===== config.mk =====
export PLATFORM = sky130hd
export DESIGN_NAME = door_ctrl_timed_flat
export DESIGN_NICKNAME = d
export VERILOG_FILES = /design/src/rtl/door_ctrl_timed_if.sv /design/src/rtl/door_ctrl_timed.sv /design/src/flat_wrapper.sv
export SDC_FILE = /design/constraint.sdc
export NUM_CORES = 1
export LEC_CHECK = 0
export CAP_MARGIN = 20
export CORE_MARGIN = 4
export CORE_UTILIZATION = 45
export CTS_CLUSTER_DIAMETER = 200
export DETAILED_ROUTE_END_ITERATION = 8
export PLACE_DENSITY = 0.79
export SLEW_MARGIN = 15
export SYNTH_ARGS = -nofsm -noshare
export SYNTH_HDL_FRONTEND = slang
export SYNTH_SLANG_ARGS = --single-unit

===== constraint.sdc =====
create_clock -name clk -period 4.5 [get_ports clk]
set_clock_uncertainty 0.1 [all_clocks]
set_input_delay 0.675 -clock clk [delete_from_list [all_inputs] [get_ports clk]]
set_output_delay 0.675 -clock clk [all_outputs]
set_load 0.005 [all_outputs]

===== src/rtl/door_ctrl_timed_if.sv =====
// Signal bundle between the car controller / cabin panel and the door controller.
// The master drives requests and sensors; the slave (door_ctrl_timed) drives motor and status.
interface door_ctrl_timed_if;
    logic       calls;
    logic       alarm;
    logic       open_req;
    logic       open_btn;
    logic       close_btn;
    logic       obstruction;
    logic       at_floor;
    logic       door;
    logic [1:0] door_state;
    logic       motor_open;
    logic       motor_close;
    logic       door_locked;
    logic       door_fault;
    logic       nudge;

    modport master (
        output calls, alarm, open_req, open_btn, close_btn, obstruction, at_floor,
        input  door, door_state, motor_open, motor_close, door_locked, door_fault, nudge
    );

    modport slave (
        input  calls, alarm, open_req, open_btn, close_btn, obstruction, at_floor,
        output door, door_state, motor_open, motor_close, door_locked, door_fault, nudge
    );
endinterface


===== src/rtl/door_ctrl_timed.sv =====
// Elevator door FSM (OPEN/CLOSING/CLOSED/OPENING) with dwell and travel timers and reversal counting.
// Define DOOR_NUDGE_EN to replace the reversal fault with a slow forced close (nudge).
module door_ctrl_timed #(
    parameter int unsigned DWELL_CYCLES = 8,
    parameter int unsigned MOVE_CYCLES  = 4,
    parameter int unsigned MAX_REOPEN   = 3,
    parameter int unsigned CNT_W        = 8
) (
    input logic              clk,
    input logic              reset,
    door_ctrl_timed_if.slave bus
);

    typedef enum logic [1:0] {
        StOpen    = 2'd0,
        StClosing = 2'd1,
        StClosed  = 2'd2,
        StOpening = 2'd3
    } state_e;

    localparam int unsigned      RW        = $clog2(MAX_REOPEN + 1);
    localparam logic [CNT_W-1:0] DwellLast = CNT_W'(DWELL_CYCLES - 1);
    localparam logic [CNT_W-1:0] MoveLast  = CNT_W'(MOVE_CYCLES - 1);
    localparam logic [RW-1:0]    ReopenMax = RW'(MAX_REOPEN);

    state_e           state_q, state_d;
    logic [CNT_W-1:0] timer_q, timer_d;
    logic [RW-1:0]    reopen_q, reopen_d;
    logic             abort;
    logic             reverse_req;
    logic             close_done;
    logic             reversal;
    logic             enter_closed;

    // Any of these holds the door open, restarts dwell, and normally reverses a close.
    assign abort = bus.alarm | bus.obstruction | bus.open_btn;

`ifdef DOOR_NUDGE_EN
    localparam logic [CNT_W-1:0] NudgeLast = CNT_W'(2 * MOVE_CYCLES - 1);

    logic nudge_q, nudge_d;

    // A nudge close only yields to the alarm and travels at half speed.
    assign reverse_req = nudge_q ? bus.alarm : abort;
    assign close_done  = (timer_q == (nudge_q ? NudgeLast : MoveLast));
`else
    logic fault_q, fault_d;

    assign reverse_req = abort;
    assign close_done  = (timer_q == MoveLast);
`endif

    always_comb begin
        state_d  = state_q;
        reversal = 1'b0;
        unique case (state_q)
            StOpen: begin
                if (bus.calls && !abort && (timer_q >= DwellLast || bus.close_btn)) begin
                    state_d = StClosing;
                end
            end
            StClosing: begin
                if (reverse_req) begin
                    state_d  = StOpening;
                    reversal = 1'b1;
                end else if (close_done) begin
                    state_d = StClosed;
                end
            end
            StClosed: begin
                if (bus.at_floor && (bus.open_req || bus.open_btn || bus.alarm)) begin
                    state_d = StOpening;
                end
            end
            StOpening: begin
                if (timer_q == MoveLast) begin
                    state_d = StOpen;
                end
            end
        endcase
    end

    assign enter_closed = (state_d == StClosed) && (state_q != StClosed);

    always_comb begin
        reopen_d = reopen_q;
        if (reversal && (reopen_q != ReopenMax)) begin
            reopen_d = reopen_q + 1'b1;
        end
        if (enter_closed) begin
            reopen_d = '0;
        end
    end

    always_comb begin
        if ((state_d != state_q) || (state_q == StOpen && abort)) begin
            timer_d = '0;
        end else if (timer_q == '1) begin
            timer_d = timer_q;
        end else begin
            timer_d = timer_q + 1'b1;
        end
    end

`ifdef DOOR_NUDGE_EN
    always_comb begin
        nudge_d = nudge_q;
        if (state_q == StOpen && state_d == StClosing) begin
            nudge_d = (reopen_q == ReopenMax);
        end else if (state_d != StClosing) begin
            nudge_d = 1'b0;
        end
    end
`else
    always_comb begin
        fault_d = fault_q;
        if (reversal && (reopen_d == ReopenMax)) begin
            fault_d = 1'b1;
        end
        if (enter_closed) begin
            fault_d = 1'b0;
        end
    end
`endif

    always_ff @(posedge clk) begin
        if (!reset) begin
            state_q  <= StOpen;
            timer_q  <= '0;
            reopen_q <= '0;
`ifdef DOOR_NUDGE_EN
            nudge_q  <= 1'b0;
`else
            fault_q  <= 1'b0;
`endif
        end else begin
            state_q  <= state_d;
            timer_q  <= timer_d;
            reopen_q <= reopen_d;
`ifdef DOOR_NUDGE_EN
            nudge_q  <= nudge_d;
`else
            fault_q  <= fault_d;
`endif
        end
    end

    assign bus.door        = (state_q == StClosed);
    assign bus.door_state  = state_q;
    assign bus.motor_open  = (state_q == StOpening);
    assign bus.motor_close = (state_q == StClosing);
    assign bus.door_locked = (state_q == StClosed);
`ifdef DOOR_NUDGE_EN
    assign bus.door_fault  = 1'b0;
    assign bus.nudge       = nudge_q;
`else
    assign bus.door_fault  = fault_q;
    assign bus.nudge       = 1'b0;
`endif

    // The car must never be released while a fault is flagged, and nudge implies a close drive.
    a_lock_no_fault: assert property (@(posedge clk) disable iff (!reset)
        bus.door_locked |-> !bus.door_fault);
    a_nudge_closing: assert property (@(posedge clk) disable iff (!reset)
        bus.nudge |-> bus.motor_close);

endmodule


===== src/flat_wrapper.sv =====
// flat-port wrapper written by rule: the top's interface ports become plain ports
module door_ctrl_timed_flat 
#(
    parameter int unsigned DWELL_CYCLES = 8,
    parameter int unsigned MOVE_CYCLES  = 4,
    parameter int unsigned MAX_REOPEN   = 3,
    parameter int unsigned CNT_W        = 8
)
  (clk, reset, bus_calls, bus_alarm, bus_open_req, bus_open_btn, bus_close_btn, bus_obstruction, bus_at_floor, bus_door, bus_door_state, bus_motor_open, bus_motor_close, bus_door_locked, bus_door_fault, bus_nudge);
  door_ctrl_timed_if bus_i ();
  input logic clk;
  input logic reset;
  input wire logic [$bits(bus_i.calls)-1:0] bus_calls;
  input wire logic [$bits(bus_i.alarm)-1:0] bus_alarm;
  input wire logic [$bits(bus_i.open_req)-1:0] bus_open_req;
  input wire logic [$bits(bus_i.open_btn)-1:0] bus_open_btn;
  input wire logic [$bits(bus_i.close_btn)-1:0] bus_close_btn;
  input wire logic [$bits(bus_i.obstruction)-1:0] bus_obstruction;
  input wire logic [$bits(bus_i.at_floor)-1:0] bus_at_floor;
  output wire logic [$bits(bus_i.door)-1:0] bus_door;
  output wire logic [$bits(bus_i.door_state)-1:0] bus_door_state;
  output wire logic [$bits(bus_i.motor_open)-1:0] bus_motor_open;
  output wire logic [$bits(bus_i.motor_close)-1:0] bus_motor_close;
  output wire logic [$bits(bus_i.door_locked)-1:0] bus_door_locked;
  output wire logic [$bits(bus_i.door_fault)-1:0] bus_door_fault;
  output wire logic [$bits(bus_i.nudge)-1:0] bus_nudge;
  assign bus_i.calls = bus_calls;
  assign bus_i.alarm = bus_alarm;
  assign bus_i.open_req = bus_open_req;
  assign bus_i.open_btn = bus_open_btn;
  assign bus_i.close_btn = bus_close_btn;
  assign bus_i.obstruction = bus_obstruction;
  assign bus_i.at_floor = bus_at_floor;
  assign bus_door = bus_i.door;
  assign bus_door_state = bus_i.door_state;
  assign bus_motor_open = bus_i.motor_open;
  assign bus_motor_close = bus_i.motor_close;
  assign bus_door_locked = bus_i.door_locked;
  assign bus_door_fault = bus_i.door_fault;
  assign bus_nudge = bus_i.nudge;
  door_ctrl_timed #(.DWELL_CYCLES(DWELL_CYCLES), .MOVE_CYCLES(MOVE_CYCLES), .MAX_REOPEN(MAX_REOPEN), .CNT_W(CNT_W)) u_core (.clk(clk), .reset(reset), .bus(bus_i));
endmodule

# After elaboration in Yosys (flattened, before gate mapping)
# Index checks and enable logic that the tools add are counted.
[classes]
n_addsub = 2
n_mul = 0
div = 0
n_lt_le_gt_ge = 1
eq_ne = 10
shifts = 0
n_mux = 10
n_bitwise = 3
n_reduce_logical = 15
[op_table]
columns = ["op", "n"]
rows = [
  ["2-to-1 mux 2 bit", 7],
  ["adder 8 x 1 -> 8 bit (second input constant)", 1],
  ["== test 2 bit (second input constant)", 4],
  ["== test 8 x 2 -> 1 bit (second input constant)", 1],
  ["== test 8 bit (second input constant)", 1],
  [">= comparator 8 x 3 -> 1 bit (second input constant)", 1],
  ["one-hot mux 2 bit (4 select lines)", 1],
  ["logical AND 1 bit", 7],
  ["logical OR 1 bit", 4],
  ["inequality test 2 bit (second input constant)", 2],
  ["OR reduction 2 bit", 2],
  ["adder 2 x 1 -> 2 bit (second input constant)", 1],
  ["== test 2 x 1 -> 1 bit (second input constant)", 1],
  ["logical NOT 2 bit", 1],
  ["2-to-1 mux 1 bit", 2],
  ["inequality test 2 bit", 1],
  ["OR 1 bit", 2],
  ["logical NOT 1 bit", 1],
  ["NOT 1 bit", 1],
]
[totals]
reg_bits = 13
latch_bits = 0
ram_bits = 0
romBits = 0
output_inout_bits = 8
n_memories = 0

# Depth between registers and ports, before layout
[logic_depth]
word_depth = 12
depth_mapped = 5
depth_no_buf = 5

# Least setup slack after synthesis
# No wires, ideal clock.
[synth_path]
path_type = "register to output"
start = "register u_core.state_q[1], in the netlist u_core.bus.door_state[1]"
end = "output port bus_door_locked"
arrival_ns = 0.881
t_required_ns = 3.725
slack_ns = 2.844
stages_incl_launch_ff = 3
n_path_buf = 1
path_cell_list = "dfxtp_1 -> nor2b_1 -> buf_4"
[synth_between]
elab_chain_len = 1
[synth_rtl]
columns = ["element", "line_no", "source"]
rows = [
  ["start: declaration", "door_ctrl_timed.sv:26", "state_e state_q, state_d;"],
  ["start signal: assignment", "door_ctrl_timed.sv:128", "state_q <= StOpen;"],
  ["start signal: assignment", "door_ctrl_timed.sv:137", "state_q <= state_d;"],
  ["== test 2 bit", "--", ""],
  ["end: declaration", "flat_wrapper.sv:24", "output wire logic [$bits(bus_i.door_locked)-1:0] bus_door_locked;"],
]
# Every way passes these cells.

# Worst setup path after layout
[layout_path]
start = "register u_core.state_q[1], in the netlist u_core.bus.door_state[1]"
end = "output port bus_door_locked"
[layout_between]
elab_chain_len = 1
[layout_rtl]
columns = ["element", "line_no", "source"]
rows = [
  ["== test 2 bit", "door_ctrl_timed.sv:152", "assign bus.door_locked = (state_q == StClosed);"],
]
# Every way passes these cells.

==> report_table.html <==
<table>
<tr><th>Metric</th><th>Value</th></tr>
<tr><th colspan="2">Run status</th></tr>
<tr><td>Status</td><td>finished, final reports clean</td></tr>
<tr><th colspan="2">Drt</th></tr>
<tr><td>Residual DRC count</td><td>0</td></tr>
<tr><td>Final wirelength</td><td>1740 um</td></tr>
<tr><td>Drt pass-1 iters</td><td>5</td></tr>
<tr><td>Post-route ant nets</td><td>0</td></tr>
<tr><td>Vias per Instance</td><td>5.98</td></tr>
<tr><td>Detail-routed net length per standard cell</td><td>14.3 um</td></tr>
<tr><td>Total via count after detailed routing</td><td>729</td></tr>
<tr><td>Count of routing violations after the opening detailed-route iteration</td><td>35</td></tr>
<tr><th colspan="2">CTS</th></tr>
<tr><td># clock sinks</td><td>13</td></tr>
<tr><td>Number of buffers inserted by post-CTS setup repair</td><td>0</td></tr>
<tr><td>Longest Clk Path Bufs</td><td>2</td></tr>
<tr><td>TritonCTS Buffers</td><td>3</td></tr>
<tr><td>H-tree levels</td><td>1</td></tr>
<tr><td>Hold buffer count at CTS</td><td>0</td></tr>
<tr><td>Clock latency on the worst-skew pair</td><td>280 ps</td></tr>
<tr><td>Number of gates resized after CTS</td><td>0</td></tr>
<tr><td>Clock tree from TritonCTS</td><td>yes</td></tr>
<tr><td>Clock tree root driver cell</td><td>clkbuf_4</td></tr>
<tr><td>Clock slew at reported path FFs</td><td>90 ps</td></tr>
<tr><th colspan="2">Timing</th></tr>
<tr><td>Setup WS post-layout</td><td>2090 ps</td></tr>
<tr><td>Fmax</td><td>414 MHz</td></tr>
<tr><td>Hold Fails Final Rpt</td><td>0</td></tr>
<tr><td>Total negative setup slack</td><td>0 ps</td></tr>
<tr><td>Count of final setup violators</td><td>0</td></tr>
<tr><td>Final slew viol count</td><td>0</td></tr>
<tr><td>Final period util</td><td>53.6%</td></tr>
<tr><td>Post-route minimum period</td><td>2410 ps</td></tr>
<tr><td>Unrepaired setup endpoints after global routing</td><td>false</td></tr>
<tr><td>Min Hold Slack</td><td>381 ps</td></tr>
<tr><th colspan="2">Layout</th></tr>
<tr><td>Diodes inserted</td><td>0</td></tr>
<tr><td>Share of final-layout standard cells stronger than drive strength 1</td><td>11.3%</td></tr>
<tr><td>Fin nets</td><td>118</td></tr>
<tr><td>Layout Area Growth over Synthesis</td><td>23.3%</td></tr>
<tr><td>Final cell count without fillers</td><td>122</td></tr>
<tr><th colspan="2">Global routing</th></tr>
<tr><td>Total Routing Usage GR</td><td>15.2%</td></tr>
<tr><td>Largest net degree at the start of global routing</td><td>10</td></tr>
<tr><td>Global-route wire length before repair</td><td>2930 um</td></tr>
<tr><td>Total congestion overflow after global routing</td><td>0</td></tr>
<tr><td>Number of global-route vias before repair</td><td>661</td></tr>
<tr><td>Antenna violations before repair</td><td>0</td></tr>
<tr><th colspan="2">Die</th></tr>
<tr><td>Vertical die dimension</td><td>49.8 um</td></tr>
<tr><td>Initial core utilization</td><td>49.8%</td></tr>
<tr><td># IOs</td><td>17</td></tr>
<tr><td>Area enclosed by the die boundary</td><td>0.00248 mm^2</td></tr>
<tr><td>Core region area</td><td>0.00158 mm^2</td></tr>
<tr><td>Die X</td><td>49.8 um</td></tr>
<tr><td>Standard-cell rows</td><td>14</td></tr>
<tr><th colspan="2">Logic synthesis</th></tr>
<tr><td>Proportion of netlist area held by the largest area contributor</td><td>33.2%</td></tr>
<tr><td>Share of async-settable or async-resettable flops after synthesis</td><td>0%</td></tr>
<tr><td>Flops &amp; latches, synth</td><td>13</td></tr>
<tr><td>Number of enable flip-flop cells after synthesis</td><td>0</td></tr>
<tr><td>Count of unique library cells instantiated by Yosys</td><td>35</td></tr>
<tr><td>Mapped Nets</td><td>100</td></tr>
<tr><td>Top cells by area, synth</td><td>dfxtp_1, nor3_1, mux2i_1</td></tr>
<tr><td>Ys flop type</td><td>dfxtp_1</td></tr>
<tr><td>Fraction of the yosys area taken by sequential cells</td><td>33.2%</td></tr>
<tr><td>Mean post-synth cell area</td><td>8.81 um^2</td></tr>
<tr><td>Post-synth top area cell</td><td>dfxtp_1</td></tr>
<tr><td>Synth warn</td><td>0</td></tr>
<tr><td>Cell area after synthesis</td><td>785 um^2</td></tr>
<tr><td>Number of cells produced by synthesis</td><td>89</td></tr>
<tr><th colspan="2">Setup path</th></tr>
<tr><td>Element type at the critical path start</td><td>flop</td></tr>
<tr><td>Top fanout value on the critical path</td><td>7</td></tr>
<tr><td>Buf+Inv Stages, Crit Path</td><td>1</td></tr>
<tr><td>Worst path arrival time</td><td>1640 ps</td></tr>
<tr><td>Number of stages on the worst setup path</td><td>2</td></tr>
<tr><td>Startpoint-to-endpoint class of the critical path</td><td>reg2out</td></tr>
<tr><td>Worst flop-to-flop path startpoint</td><td>u_core.timer_q[7]</td></tr>
<tr><td>Data required time at the worst endpoint</td><td>3720 ps</td></tr>
<tr><td>R2R setup slack</td><td>2920 ps</td></tr>
<tr><td>Maximum cell stage delay along the critical path</td><td>570 ps</td></tr>
<tr><td>Critical path endpoint category</td><td>output pin</td></tr>
<tr><td>Endpoint of the worst-slack reg-to-reg timing path</td><td>u_core.timer_q[4]</td></tr>
<tr><td>Slowest stage cell on the critical path</td><td>clkdlybuf4s50_1</td></tr>
<tr><td>Crit-path leading delay family</td><td>buffers and inverters</td></tr>
<tr><td>Cells traversed along the worst timing path</td><td>nor2b_1, clkdlybuf4s50_1</td></tr>
<tr><td>R2r worst-path depth</td><td>4</td></tr>
<tr><th colspan="2">Power</th></tr>
<tr><td>Leakage component of the power</td><td>0.356 nW</td></tr>
<tr><td>Power Density</td><td>309 mW/mm^2</td></tr>
<tr><td>Maximum resistive drop on vdd</td><td>152 uV</td></tr>
<tr><th colspan="2">Place</th></tr>
<tr><td>Port Buffers</td><td>15</td></tr>
<tr><td>Weighted congestion reported at the end of routability-driven placement</td><td>0.797</td></tr>
<tr><td>DPL Wire Length</td><td>1370 um</td></tr>
<tr><td>Placement-stage worst setup slack</td><td>2170 ps</td></tr>
<tr><td>Count of placed standard cells including taps</td><td>118</td></tr>
<tr><th colspan="2">Run</th></tr>
<tr><td>Max cap viols</td><td>0</td></tr>
<tr><th colspan="2">Worst hold path</th></tr>
<tr><td>Min-Delay Path Class</td><td>reg2reg</td></tr>
<tr><td>Worst-case hold path end point</td><td>u_core.bus.door_fault</td></tr>
<tr><td>Worst hold stages</td><td>2</td></tr>
<tr><td>Beginning of the worst hold path</td><td>u_core.bus.door_fault</td></tr>
</table>
cell usage in the layout, fill, tap and decap left out, drive strengths merged, types with 2 or more instances in the layout:
cell / n
nand2b: 2
a21oi: 4
xor2: 3
o21ai: 6
and3: 2
o21a: 2
and2: 2
nor4: 2
mux2i: 4
ha: 2
clkdlybuf4s50: 15
or3: 2
a31oi: 2
inv: 5
nor2: 3
dfxtp: 13
clkbuf: 3
nand3: 3
nand2: 6
nor3: 13
Yosys cell counts, types with 2 or more instances:
cell type,number
a21oi_1,4
a31oi_1,2
and2_1,2
buf_4,2
dfxtp_1,13
ha_1,2
inv_1,5
mux2i_1,4
nand2_1,6
nand2b_1,2
nand3_1,3
nor2_1,3
nor3_1,12
o21a_1,2
o21ai_0,4
or3_1,2
xor2_1,3
worst max-delay path by stage:
stage	from	end
4_1_cts	u_core.bus.door_state[1]	bus_door_locked
6_report	u_core.bus.door_state[1]	bus_door_locked
2_1_floorplan	u_core.bus.door_state[1]	bus_door_locked
3_3_place_gp	bus_open_btn	u_core.timer_q[0]
3_5_place_dp	bus_open_btn	u_core.timer_q[5]
5_1_grt	u_core.bus.door_state[1]	bus_door_locked
report_power, final:
| part | switching [mW] | total (mW) | internal [mW] |
|---|---|---|---|
| clock | 0.0404 | 0.0733 | 0.0330 |
| combinational | 0.0380 | 0.0875 | 0.0495 |
| sequential | 0.0128 | 0.138 | 0.125 |
metrics by stage:
step / instance area [um^2] / utilization (%) / power, mW
floorplan: 785 / - / 0.188
global placement: 940 / 59.6 / 0.226
detailed placement: 940 / 59.6 / 0.228
CTS: 967 / 61.3 / 0.302
global route: 967 / 61.3 / 0.318
finish: 967 / 61.3 / 0.299
cells by family (layout without fill, tap and decap cells):
logic type | Yosys count | count (layout) | synth area share, %
AND/OR/NAND/NOR | 39 | 39 | 29.3
flip-flops | 13 | 13 | 33.2
XOR/XNOR | 3 | 3 | 3.35
buffers and inverters | 7 | 24 | 4.31
multiplexers | 4 | 4 | 5.10
adder cells (fa/ha/maj) | 2 | 2 | 3.19
AO/OA/AOI/OAI | 20 | 20 | 21.1
other | 1 | 1 | 0.478
layer usage:
| layer | track usage, % | wire length [um] |
|---|---|---|
| met3 | 6.33 | 106 |
| met4 | 2.76 | 20 |
| met2 | 25.3 | 805 |
| met5 | 0 | 0 |
| met1 | 18.4 | 807 |
tightest hold or removal path: stages (launching register included):
cell and delay, ps:
dfxtp_1 330, nand2_1 50, a31oi_1 60
cell type report:
class,instances,area [um^2]
fillers,135,609
multi-input cells,69,490
flip-flops and latches,13,260
repair buffers,15,150
clock buffers,3,22.5
well taps,16,20.0
inverters,5,18.8
clock inverters,1,5.00
sequential cells by signal, indices dropped and copies added, names as in the netlist:
name / cells
u_core.bus.door_fault: 1
u_core.bus.door_state: 2
u_core.reopen_q: 2
u_core.timer_q: 8
(Power assumes the default switching activity.)
==> variant: new RTL, same flow settings <==
`MAX_REOPEN` is set to 3 in 2 places; all go to 6.
--- a/src/rtl/door_ctrl_timed.sv
+++ b/src/rtl/door_ctrl_timed.sv
@@ -3,7 +3,7 @@
 module door_ctrl_timed #(
     parameter int unsigned DWELL_CYCLES = 8,
     parameter int unsigned MOVE_CYCLES  = 4,
-    parameter int unsigned MAX_REOPEN   = 3,
+    parameter int unsigned MAX_REOPEN   = 6,
     parameter int unsigned CNT_W        = 8
 ) (
     input logic              clk,
--- a/src/flat_wrapper.sv
+++ b/src/flat_wrapper.sv
@@ -3,7 +3,7 @@
 #(
     parameter int unsigned DWELL_CYCLES = 8,
     parameter int unsigned MOVE_CYCLES  = 4,
-    parameter int unsigned MAX_REOPEN   = 3,
+    parameter int unsigned MAX_REOPEN   = 6,
     parameter int unsigned CNT_W        = 8
 )
   (clk, reset, bus_calls, bus_alarm, bus_open_req, bus_open_btn, bus_close_btn, bus_obstruction, bus_at_floor, bus_door, bus_door_state, bus_motor_open, bus_motor_close, bus_door_locked, bus_door_fault, bus_nudge);
Formal check against the unedited RTL: same outputs for any inputs over 10 cycles, from zero or initial values and one cycle with reset low; that may be too few to reach the edited logic, so the function may still have changed.
==> variant against the unedited design <==
Sequential cell count up 1; synthesized area up 9.4%; synthesized cell count up 6.7%; critical path type unchanged; count of clock-buffer cells in the layout up 1; worst setup slack worse by 0.045 ns; final area up 8.9%; die area up 7.9%; register-to-register slack worse by 0.45 ns; wire length up 5.4%; core utilization down 1.6 points; cell count up 11%.
Power is not compared: it rests on default switching activity, and its combinational part moved more than twofold at a synthesized area within 25%.
==> variant: results (changes against the unedited design) <==
[global_route]
grt_use_met2 = 0.290  ; +0.0370
grt_pass1_wl_mm = 3.15  ; +7.5%
grt_max_degree = 11  ; +1
met1_usage = 0.170  ; -0.0142
grt_pass1_vias = 755  ; +14%
met3_usage = 0.0430  ; -0.0203
grtUsageTotal = 0.158  ; +0.00572

[sta]
fmax_mhz = 407  ; -1.8%
hold_ws_ns = 0.443  ; +0.0615 ns

[routing]
first_pass_iters = 4  ; -1
viasPerCell = 5.77  ; -3.4%
routed_wl_mm = 1.83  ; +5.4%
drt_first_iter_violations = 26  ; -26%
dr_wl_met2_um = 928  ; +15%

[worst_setup_path]
cp-startpoint = u_core.bus.door_state[0]
endpoint = bus_motor_close
critical_path_arrival_ns = 1.68  ; +0.04 ns
timing.reg2reg.setup_slack_ns = 2.47  ; -0.45 ns

[placed_design]
dp_hpwl_mm = 1.41  ; +3.0%
dp_cells = 131  ; +11%

[yosys]
ys_types = 37  ; +5.7%
synth_common_cells = 14 x dfxtp_1, 9 x nand2_1, 7 x nor2_1, 7 x nor3_1
synth_nets = 107  ; +7.0%
syn_inst = 95  ; +6.7%

[finish]
final.fill_count = 176  ; +30%
final_net_count = 123  ; +4.2%

[status]
outcome = finished clean

-- variant: kinds of logic (layout without fill, tap and decap cells) --
group	Yosys count	after routing	synth area share
flops	14	14	0.327
simple gates	43	43	0.290
other cells	1	1	0.00437
buf+inv	7	22	0.0393
mux	5	5	0.0583
fa+ha+maj	3	3	0.0437
compound gates	20	20	0.217
xor+xnor	2	2	0.0204
-- variant: stage by stage --
stage / cell area (sq um) / power [W] / utilization
after CTS: 1050 / 0.000252 / 0.597
after floorplan: 858 / 0.000144 / -
after global placement: 1020 / 0.000157 / 0.577
after global routing: 1050 / 0.000258 / 0.597
final: 1050 / 0.000248 / 0.597
after detailed placement: 1020 / 0.000158 / 0.577
-- variant: final cells by class --
cell class,count,area share
repair buffers,15,0.143
well taps,25,0.0297
multi-input cells,74,0.517
inverters,3,0.0107
clock buffers,4,0.0344
flip-flops and latches,14,0.266
-- variant: critical path, stage by stage (launching register included) --
cell and delay (ns):
dfxtp_1 0.48, nor2b_1 0.35, clkdlybuf4s50_1 0.57
